$ cat src/rtl/imm_extend.sv
`default_nettype none
// ============================================================================
// Module      : imm_extend
// Description : Registered RV32I immediate generator for the decode stage.
//               Selects one of the I/S/B/J/U immediate layouts from the upper
//               instruction field and registers the 32-bit result one clock
//               later, together with a valid strobe and an illegal-select
//               flag.
// Ports       : clk       - clock, all state updates on the rising edge
//               reset     - synchronous, active-high reset
//               instr     - instruction bits [31:7] (bit n == instruction bit n)
//               immsrc    - format select: 000 I, 001 S, 010 B, 011 J, 100 U,
//                           101..111 illegal
//               in_valid  - instr/immsrc valid this cycle
//               immext    - registered extended immediate
//               out_valid - in_valid delayed by one cycle
//               illegal   - registered result came from an illegal immsrc
// Revision    : 1.0 - initial release
// ============================================================================
module imm_extend (
    input  logic        clk,
    input  logic        reset,
    input  logic [31:7] instr,
    input  logic [2:0]  immsrc,
    input  logic        in_valid,
    output logic [31:0] immext,
    output logic        out_valid,
    output logic        illegal
);

    localparam logic [2:0] c_SRC_I = 3'b000;
    localparam logic [2:0] c_SRC_S = 3'b001;
    localparam logic [2:0] c_SRC_B = 3'b010;
    localparam logic [2:0] c_SRC_J = 3'b011;
    localparam logic [2:0] c_SRC_U = 3'b100;

    logic        w_sign;
    logic [31:0] w_imm_mux;
    logic        w_illegal_dec;

    logic [31:0] w_immext_d;
    logic        w_out_valid_d;
    logic        w_illegal_d;

    logic [31:0] r_immext_q;
    logic        r_out_valid_q;
    logic        r_illegal_q;

    assign w_sign = instr[31];

    // Format mux. Only the bits belonging to the selected layout reach the
    // result; the illegal encodings decode to zero so an unknown select can
    // never leak instruction bits into the register.
    always_comb begin
        w_imm_mux     = 32'd0;
        w_illegal_dec = 1'b0;
        case (immsrc)
            c_SRC_I: w_imm_mux = {{20{w_sign}}, instr[31:20]};
            c_SRC_S: w_imm_mux = {{20{w_sign}}, instr[31:25], instr[11:7]};
            c_SRC_B: w_imm_mux = {{20{w_sign}}, instr[7], instr[30:25],
                                  instr[11:8], 1'b0};
            c_SRC_J: w_imm_mux = {{12{w_sign}}, instr[19:12], instr[20],
                                  instr[30:21], 1'b0};
            // U places instr[31] directly in bit 31, no extension needed.
            c_SRC_U: w_imm_mux = {instr[31:12], 12'd0};
            default: begin
                w_imm_mux     = 32'd0;
                w_illegal_dec = 1'b1;
            end
        endcase
    end

    // Data and flag only load on a valid input; otherwise they hold so the
    // last result stays visible while the strobe drops.
    always_comb begin
        w_immext_d    = r_immext_q;
        w_illegal_d   = r_illegal_q;
        w_out_valid_d = in_valid;
        if (in_valid) begin
            w_immext_d  = w_imm_mux;
            w_illegal_d = w_illegal_dec;
        end
    end

    always_ff @(posedge clk) begin
        if (reset) begin
            r_immext_q    <= 32'd0;
            r_out_valid_q <= 1'b0;
            r_illegal_q   <= 1'b0;
        end else begin
            r_immext_q    <= w_immext_d;
            r_out_valid_q <= w_out_valid_d;
            r_illegal_q   <= w_illegal_d;
        end
    end

    assign immext    = r_immext_q;
    assign out_valid = r_out_valid_q;
    assign illegal   = r_illegal_q;

endmodule
`default_nettype wire

$ cat config.mk
export PLATFORM = sky130hd
export DESIGN_NAME = imm_extend
export DESIGN_NICKNAME = d
export VERILOG_FILES = /design/src/rtl/imm_extend.sv
export SDC_FILE = /design/constraint.sdc
export NUM_CORES = 1
export LEC_CHECK = 0
export BUFFER_PORTS_ARGS = -buffer_cell sky130_fd_sc_hd__buf_2
export CORE_MARGIN = 3
export CORE_UTILIZATION = 40
export CTS_BUF_LIST = sky130_fd_sc_hd__clkbuf_16
export DETAILED_ROUTE_END_ITERATION = 6
export GPL_ROUTABILITY_DRIVEN = 0
export PLACE_DENSITY = 0.7
export SYNTH_ARGS = -nofsm -noshare
export SYNTH_HDL_FRONTEND = slang
export SYNTH_SLANG_ARGS = --single-unit
$ cat constraint.sdc
create_clock -name clk -period 1.9 [get_ports clk]
set_clock_uncertainty 0.15 [all_clocks]
set_input_delay 0.19 -clock clk [delete_from_list [all_inputs] [get_ports clk]]
set_output_delay 0.19 -clock clk [all_outputs]
set_load 0.05 [all_outputs]
==> metrics.cfg, run 1 <==
[synth]
yosysMostFrequentCell=dfxtp_1
ys_seq_elements=34
yosys-top-cells-area=dfxtp_1 49%, a21oi_1 7.6%, o21ai_0 5.1%
ys.flop_type=dfxtp_1
muxShareOfSynthArea_pct=4.52
syn_area_sq_um=1390
synthTopCellsByCount=34 x dfxtp_1, 21 x a21oi_1, 17 x nand2_1
synth_top_area_share_pct=49.1
seq_area_frac_synth_pct=49.1
synth_cells=161
synth_fa_ha_area_share_pct=0
synth_compound_area_share_pct=22.1
yosysTopAreaCell=dfxtp_1
synth_xor_area_share_pct=1.17
synth-warning-count=0
synth-simple-area-share_pct=18.3
ys_types=23
synth_fp_nets=192
synth_top_family_by_area=compound AO/OA/AOI/OAI gates
async_reset_ff_share_pct=0
synth_edf_count=0
synth.avg_cell_area_sq_um=8.60

[power]
max-vdd-ir-drop_mv=0.470
power_leakage_uw=0.000847
p_total_uw=1800
power_density_nw_per_um2=967

[global_routing]
antenna_found_initial=0
top_usage_layer=met2
grt_pass1_vias=1203
grtUsageMet2_pct=26.3
grtUsageMet1_pct=21.0
grt_usage_pct=16.9
grt_pass1_wl_microns=5460
overflow=0
grt_util_met3_pct=6.59
grt_max_degree=23

[detailed_routing]
drcViolationCount=0
vias=1290
antenna_left=0
drt_first_iter_violations=67
post_drt_wl_per_cell_microns=12.4
viasPerCell=4.83
routed_wl_microns=3320
dr.pass1.iters=4

[sta]
finalCriticalPeriod_ns=1.32
relSlewSlack_pct=39.1
grt_setup_unrepaired=no
worst_slew_pin_slew_ns=0.910
timing.final.crit_share_pct=69.5
finalSetupViolations=0
holdWs_ns=0.0166
fin_setup_tns_ns=0
finalMaxSlewViolations=0
fmax_ghz=0.758
hold_violations=0

[cells_and_area]
fin_nets=255
final_area_sq_um=1860
syn2layout_area_growth_pct=34.1
drive_gt1_share_pct=34.5
diodes=0
final_util_pct=58.5

[run]
drv_cap=0

[die]
initial_core_util_pct=43.6
die_w_microns=64.8
die_area_sq_um=4200
rows=20
io_pins=65
coreArea_sq_um=3180
die-height_microns=64.8

[clocking]
insertion_delay_ns=0.27
cts_resized=0
ctsHtreeMaxLevel=2
clk_pin_slew_ns=0.05
max-clock-path-buffers=2
cts_num_sinks=34
cts_made_buffers=5
cts_setup_buffers=0
cts_tree=done
cts_hold_buf=0
root_buffer=clkbuf_16

[placed_design]
portBuffers=64
dpl_cell_area_sq_um=1730
dp_hpwl_microns=2520

[critical_path]
critPathTopFamily=simple AND/OR/NAND/NOR gates
worst_setup_path_start_kind=input pin
critical_path_buf_inv_count=1
cp_max_fo=22
crit_arrival_ns=1.37
slowest_delay_ns=0.74
cp_slowest_cell=nor2_1
end_kind=flip-flop
critical_path_class=input pin to flip-flop
worstPathCellList=buf_2 -> nor2_1 -> nand2_1 -> o21ai_1
cp_data_required_time_ns=1.95

[min_path]
hold_class=input pin to flip-flop

[run_status]
status=finished, final reports clean

==> layer usage <==
layer / vias to the layer above / wire length [microns] / part of all wire [%]
li1: 674 / - / -
met1: 576 / 1510 / 45
met2: 37 / 1580 / 48
met3: 3 / 197 / 5.9
met4: 0 / 34 / 1.0
met5: - / 0 / 0
==> cells by family (layout without fill, tap and decap cells) <==
logic type | after synthesis | in the layout
AO/OA/AOI/OAI | 56 | 56
AND/OR/NAND/NOR | 51 | 51
flip-flops | 34 | 34
buffers and inverters | 13 | 75
multiplexers | 6 | 6
XOR/XNOR | 1 | 1
==> power by group <==
| part | leakage, uW | total [uW] | internal [uW] | switching [uW] |
|---|---|---|---|---|
| registers | 0.000278 | 764 | 749 | 15.2 |
| logic | 0.000505 | 311 | 93.0 | 218 |
| clock network | 0.0000632 | 722 | 464 | 258 |
| total | 0.000847 | 1800 | 1310 | 491 |
==> worst register-to-register path, stage by stage, from the launching register on <==
cell and delay (ns):
dfxtp_1 0.30, nor2b_1 0.12, a31oi_1 0.14, a21oi_1 0.08
==> area by class of cell <==
class,instances,area [sq um]
Multi-Input combinational cell,114,639
Sequential cell,34,681
Inverter,1,3.75
Timing Repair Buffer,68,350
Clock buffer,5,125
Tap cell,44,55.1
Clock inverter,1,3.75
Fill cell,318,1320
==> per-stage QoR <==
step	worst slack (ns)	instances
final	0.580	267
after detailed placement	0.295	261
after floorplan	0.686	161
after global routing	0.401	267
after CTS	0.574	267
after global placement	0.332	261
==> layout by cell type, fill, tap and decap left out, drive strengths merged <==
cell,instances
and3b,1
dfxtp,34
nand2,17
nand2b,5
a21boi,1
nor3b,1
a211oi,8
o21ai,24
nor2,14
nand3b,1
mux2i,4
nand3,3
clkinv,1
mux2,2
buf,68
xor2,1
o211ai,1
clkbuf,5
nor2b,9
a21oi,21
a31oi,1
inv,1
==> flip-flops by register name, indices dropped and copies added, names as in the netlist <==
register	cells
out_valid	1
illegal	1
immext	32
==> worst paths after layout <==
kind	from	endpoint	slack (ns)	cells after the start
hold reg to reg	immext[30]	immext[30]	0.29	2
setup reg to reg	immext[11]	immext[11]	1.01	3
setup / recovery	in_valid	immext[21]	0.58	4
hold / removal	instr[25]	immext[5]	0.02	3
Note: power is estimated with default switching activity, not from simulation.
==> run 2: changes to the inputs <==
--- a/config.mk
+++ b/config.mk
@@ -5,13 +5,14 @@
 export SDC_FILE = /design/constraint.sdc
 export NUM_CORES = 1
 export LEC_CHECK = 0
+export ABC_AREA = 1
 export BUFFER_PORTS_ARGS = -buffer_cell sky130_fd_sc_hd__buf_2
 export CORE_MARGIN = 3
 export CORE_UTILIZATION = 40
 export CTS_BUF_LIST = sky130_fd_sc_hd__clkbuf_16
 export DETAILED_ROUTE_END_ITERATION = 6
 export GPL_ROUTABILITY_DRIVEN = 0
-export PLACE_DENSITY = 0.7
+export PLACE_DENSITY = 0.69
 export SYNTH_ARGS = -nofsm -noshare
 export SYNTH_HDL_FRONTEND = slang
 export SYNTH_SLANG_ARGS = --single-unit
==> constraint.sdc (replaced) <==
create_clock -name clk -period 1.3 [get_ports clk]
set_clock_uncertainty 0.15 [all_clocks]
set_input_delay 0.13 -clock clk [delete_from_list [all_inputs] [get_ports clk]]
set_output_delay 0.13 -clock clk [all_outputs]
set_load 0.05 [all_outputs]
==> run 2 against run 1 <==
  * Clock-buffer cell count did not move
  * Clock power rose by 110%
  * Synthesized cell count rose by 37%
  * Critical path depth fell by 3
  * First-iteration DRC count rose by 6.0%
  * Final area rose by 18%
  * Final cell count rose by 28%
  * Combinational power rose by 74%
  * Hold slack improved by 0.0032 ns
  * Non-clock buffer count rose by 11
  * Critical path type is now flip-flop to output port
  * Critical endpoint is now immext[4]
==> metrics.cfg, run 2 <==
[run_status]
status=finished, final reports clean

[detailed_routing]
dr.pass1.iters=4  ; unchanged
post_drt_wl_per_cell_microns=11.9  ; -4.4%
antenna_left=0  ; unchanged
drcViolationCount=0  ; unchanged
vias=1621  ; +26%
routed_wl_microns=4060  ; +22%
viasPerCell=4.75  ; -1.6%
drt_first_iter_violations=71  ; +6.0%

[min_path]
hold_class=input pin to flip-flop

[sta]
grt_setup_unrepaired=no
finalSetupViolations=0  ; unchanged
fmax_ghz=0.850
finalMaxSlewViolations=0  ; unchanged
hold_violations=0  ; unchanged
relSlewSlack_pct=75.1  ; +36 points
finalCriticalPeriod_ns=1.18
worst_slew_pin_slew_ns=0.373  ; -0.536 ns
timing.final.crit_share_pct=90.5

[power]
switching_power_uw=836  ; +70%
max-vdd-ir-drop_mv=0.807  ; +72%
combinationalPowerShare_pct=17.0  ; -0.3 points
power_density_nw_per_um2=1460  ; +51%
p_int_uw=2360  ; +81%
power_leakage_uw=0.00113  ; +33%
power_switching_share_pct=26.1  ; -1.2 points
p_clk_share_pct=48.1  ; +8.0 points
power_frac_seq_pct=34.9  ; -7.6 points

[synth]
synth_top_area_share_pct=44.2  ; -5.0 points
synth_edf_count=0  ; unchanged
ys_seq_elements=34  ; unchanged
syn_area_sq_um=1540  ; +11%
yosys-top-cells-area=dfxtp_1 44%, nand2_1 25%, a21oi_1 11%
synth_cells=221  ; +37%
ys_types=16  ; -30%
async_reset_ff_share_pct=0  ; unchanged
yosysMostFrequentCell=nand2_1
synth.avg_cell_area_sq_um=6.97  ; -19%
synth_fp_nets=252  ; +31%
synth-warning-count=0  ; unchanged
synthTopCellsByCount=102 x nand2_1, 34 x a21oi_1, 34 x dfxtp_1
yosysTopAreaCell=dfxtp_1
seq_area_frac_synth_pct=44.2  ; -5.0 points
ys.flop_type=dfxtp_1

[cells_and_area]
fin_nets=325  ; +27%
final_cell_mix=102 x nand2_1, 64 x buf_2, 34 x a21oi_1, 34 x dfxtp_1, 11 x nand3_2
syn2layout_area_growth_pct=41.8
largest_reg_flops=32  ; unchanged
layout.cells.non_filler=341  ; +28%
drive_gt1_share_pct=33.6  ; -0.97 points
diodes=0  ; unchanged
final_common_cell=nand2_1
final_area_sq_um=2180  ; +18%

[critical_path]
path_depth=1  ; -3
worstSetupStartpoint=immext[4]
crit_arrival_ns=0.90  ; -0.47 ns
critical_path_class=flip-flop to output port
cp_max_fo=2  ; -91%
cp_slowest_cell=dfxtp_1
r2r_end=immext[11]
worstPathCellList=buf_2
critical_path_buf_inv_count=1  ; unchanged
r2r_setup_slack_ns=0.54  ; -0.47 ns
slowest_delay_ns=0.34  ; -0.40 ns
end_kind=output port
critPathTopFamily=flip-flops
endpoint=immext[4]
cp_data_required_time_ns=1.02  ; -0.93 ns
reg2reg_depth=2  ; -1
worst_setup_path_start_kind=flip-flop
reg2reg_from=immext[11]

[clocking]
insertion_delay_ns=0.28  ; about the same
cts_num_sinks=34  ; unchanged
max-clock-path-buffers=2  ; unchanged
root_buffer=clkbuf_16
cts_tree=done
cts_made_buffers=5  ; unchanged
cts_resized=0  ; unchanged
clk_pin_slew_ns=0.06  ; about the same
ctsHtreeMaxLevel=2  ; unchanged

[global_routing]
overflow=0  ; unchanged
antenna_found_initial=0  ; unchanged
grt_pass1_vias=1512  ; +26%
grt_pass1_wl_microns=6640  ; +21%
grt_max_degree=32  ; +39%
grt_usage_pct=19.2  ; +2.3 points

[placed_design]
place_inst=327  ; +25%
dpl_cell_area_sq_um=1930  ; +12%
dp_hpwl_microns=2960  ; +17%
portBuffers=64  ; unchanged

[die]
die_w_microns=68.1  ; +4.9%
die-height_microns=68.1  ; +4.9%
coreArea_sq_um=3520  ; +11%
rows=21  ; +5.0%
initial_core_util_pct=43.7  ; +0.16 points
io_pins=65  ; unchanged
die_area_sq_um=4630  ; +10%

[run]
drv_cap=0  ; unchanged

==> run 2: changes by cell type in the layout (fill, tap and decap cells not counted), sizes merged, moves of 4 or more <==
cell,before,now
buf,68,73
nand2,17,106
a21oi,21,34
dlygate4sd3,0,6
nor2,14,5
a211oi,8,0
nand2b,5,0
mux2i,4,0
inv,1,6
nand3,3,19
o21ai,24,2
nor2b,9,0
==> run 2: cells by family after synthesis <==
group	share of synthesized area, %
flops	44.2
buf+inv	5.93
compound gates	12.1
simple gates	37.8
==> run 2: repair_timing <==
item                                   4_1_cts  5_1_grt
buffers inserted                             0        0
endpoints found under the hold margin        6        0
hold buffers                                 6        0
==> run 2: layer usage <==
layer | share of wire [%] | up-vias | global-route usage, %
li1 | - | 855 | -
met1 | 45 | 725 | 22.0
met2 | 48 | 35 | 32.9
met3 | 5.7 | 6 | 5.75
met4 | 1.5 | 0 | 8.19
met5 | 0 | - | 0
==> run 2: layout make-up <==
| cell class | instances | area (sq um) |
|---|---|---|
| multi-input cells | 168 | 768 |
| fillers | 349 | 1340 |
| repair buffers | 79 | 460 |
| flip-flops and latches | 34 | 681 |
| clock inverters | 3 | 68.8 |
| well taps | 46 | 57.6 |
| clock buffers | 5 | 125 |
| inverters | 6 | 22.5 |
==> run 2: worst register-to-register path, stage by stage (launching register included) <==
cell and delay [ns]:
dfxtp_1 0.33, nand2_1 0.06, a21oi_1 0.15
==> run 2: worst min-delay path by stage <==
stage	depth (start not counted)	slack, ns	endpoint	start
after floorplan	2	0.12	immext[31]	instr[31]
after global placement	3	0.27	immext[9]	instr[29]
after detailed placement	3	0.27	immext[9]	instr[29]
after CTS	4	0.01	immext[16]	in_valid
after global routing	3	0.04	immext[31]	instr[31]
final	4	0.02	immext[17]	in_valid
==> run 2: through the flow <==
stage	power, uW	hold slack, ns	setup WS, ns	utilization [%]	setup TNS (ns)
6_report	3200	0.0198	0.123	62.0	0
2_1_floorplan	1500	0.123	0.246	-	0
3_3_place_gp	1670	0.267	-0.00882	54.8	-0.00882
4_1_cts	3230	0.0143	0.114	62.0	0
5_1_grt	3330	0.0421	0.0818	62.0	0
3_5_place_dp	1670	0.266	-0.0515	54.8	-0.185
==> run 2: power groups by stage <==
stage | registers [uW] | clock network (uW) | logic, uW
final | 1120 | 1540 | 542
after global routing | 1120 | 1610 | 592
after CTS | 1120 | 1570 | 546
after detailed placement | 1140 | 0 | 530
after global placement | 1140 | 0 | 528
after floorplan | 1310 | 0 | 191
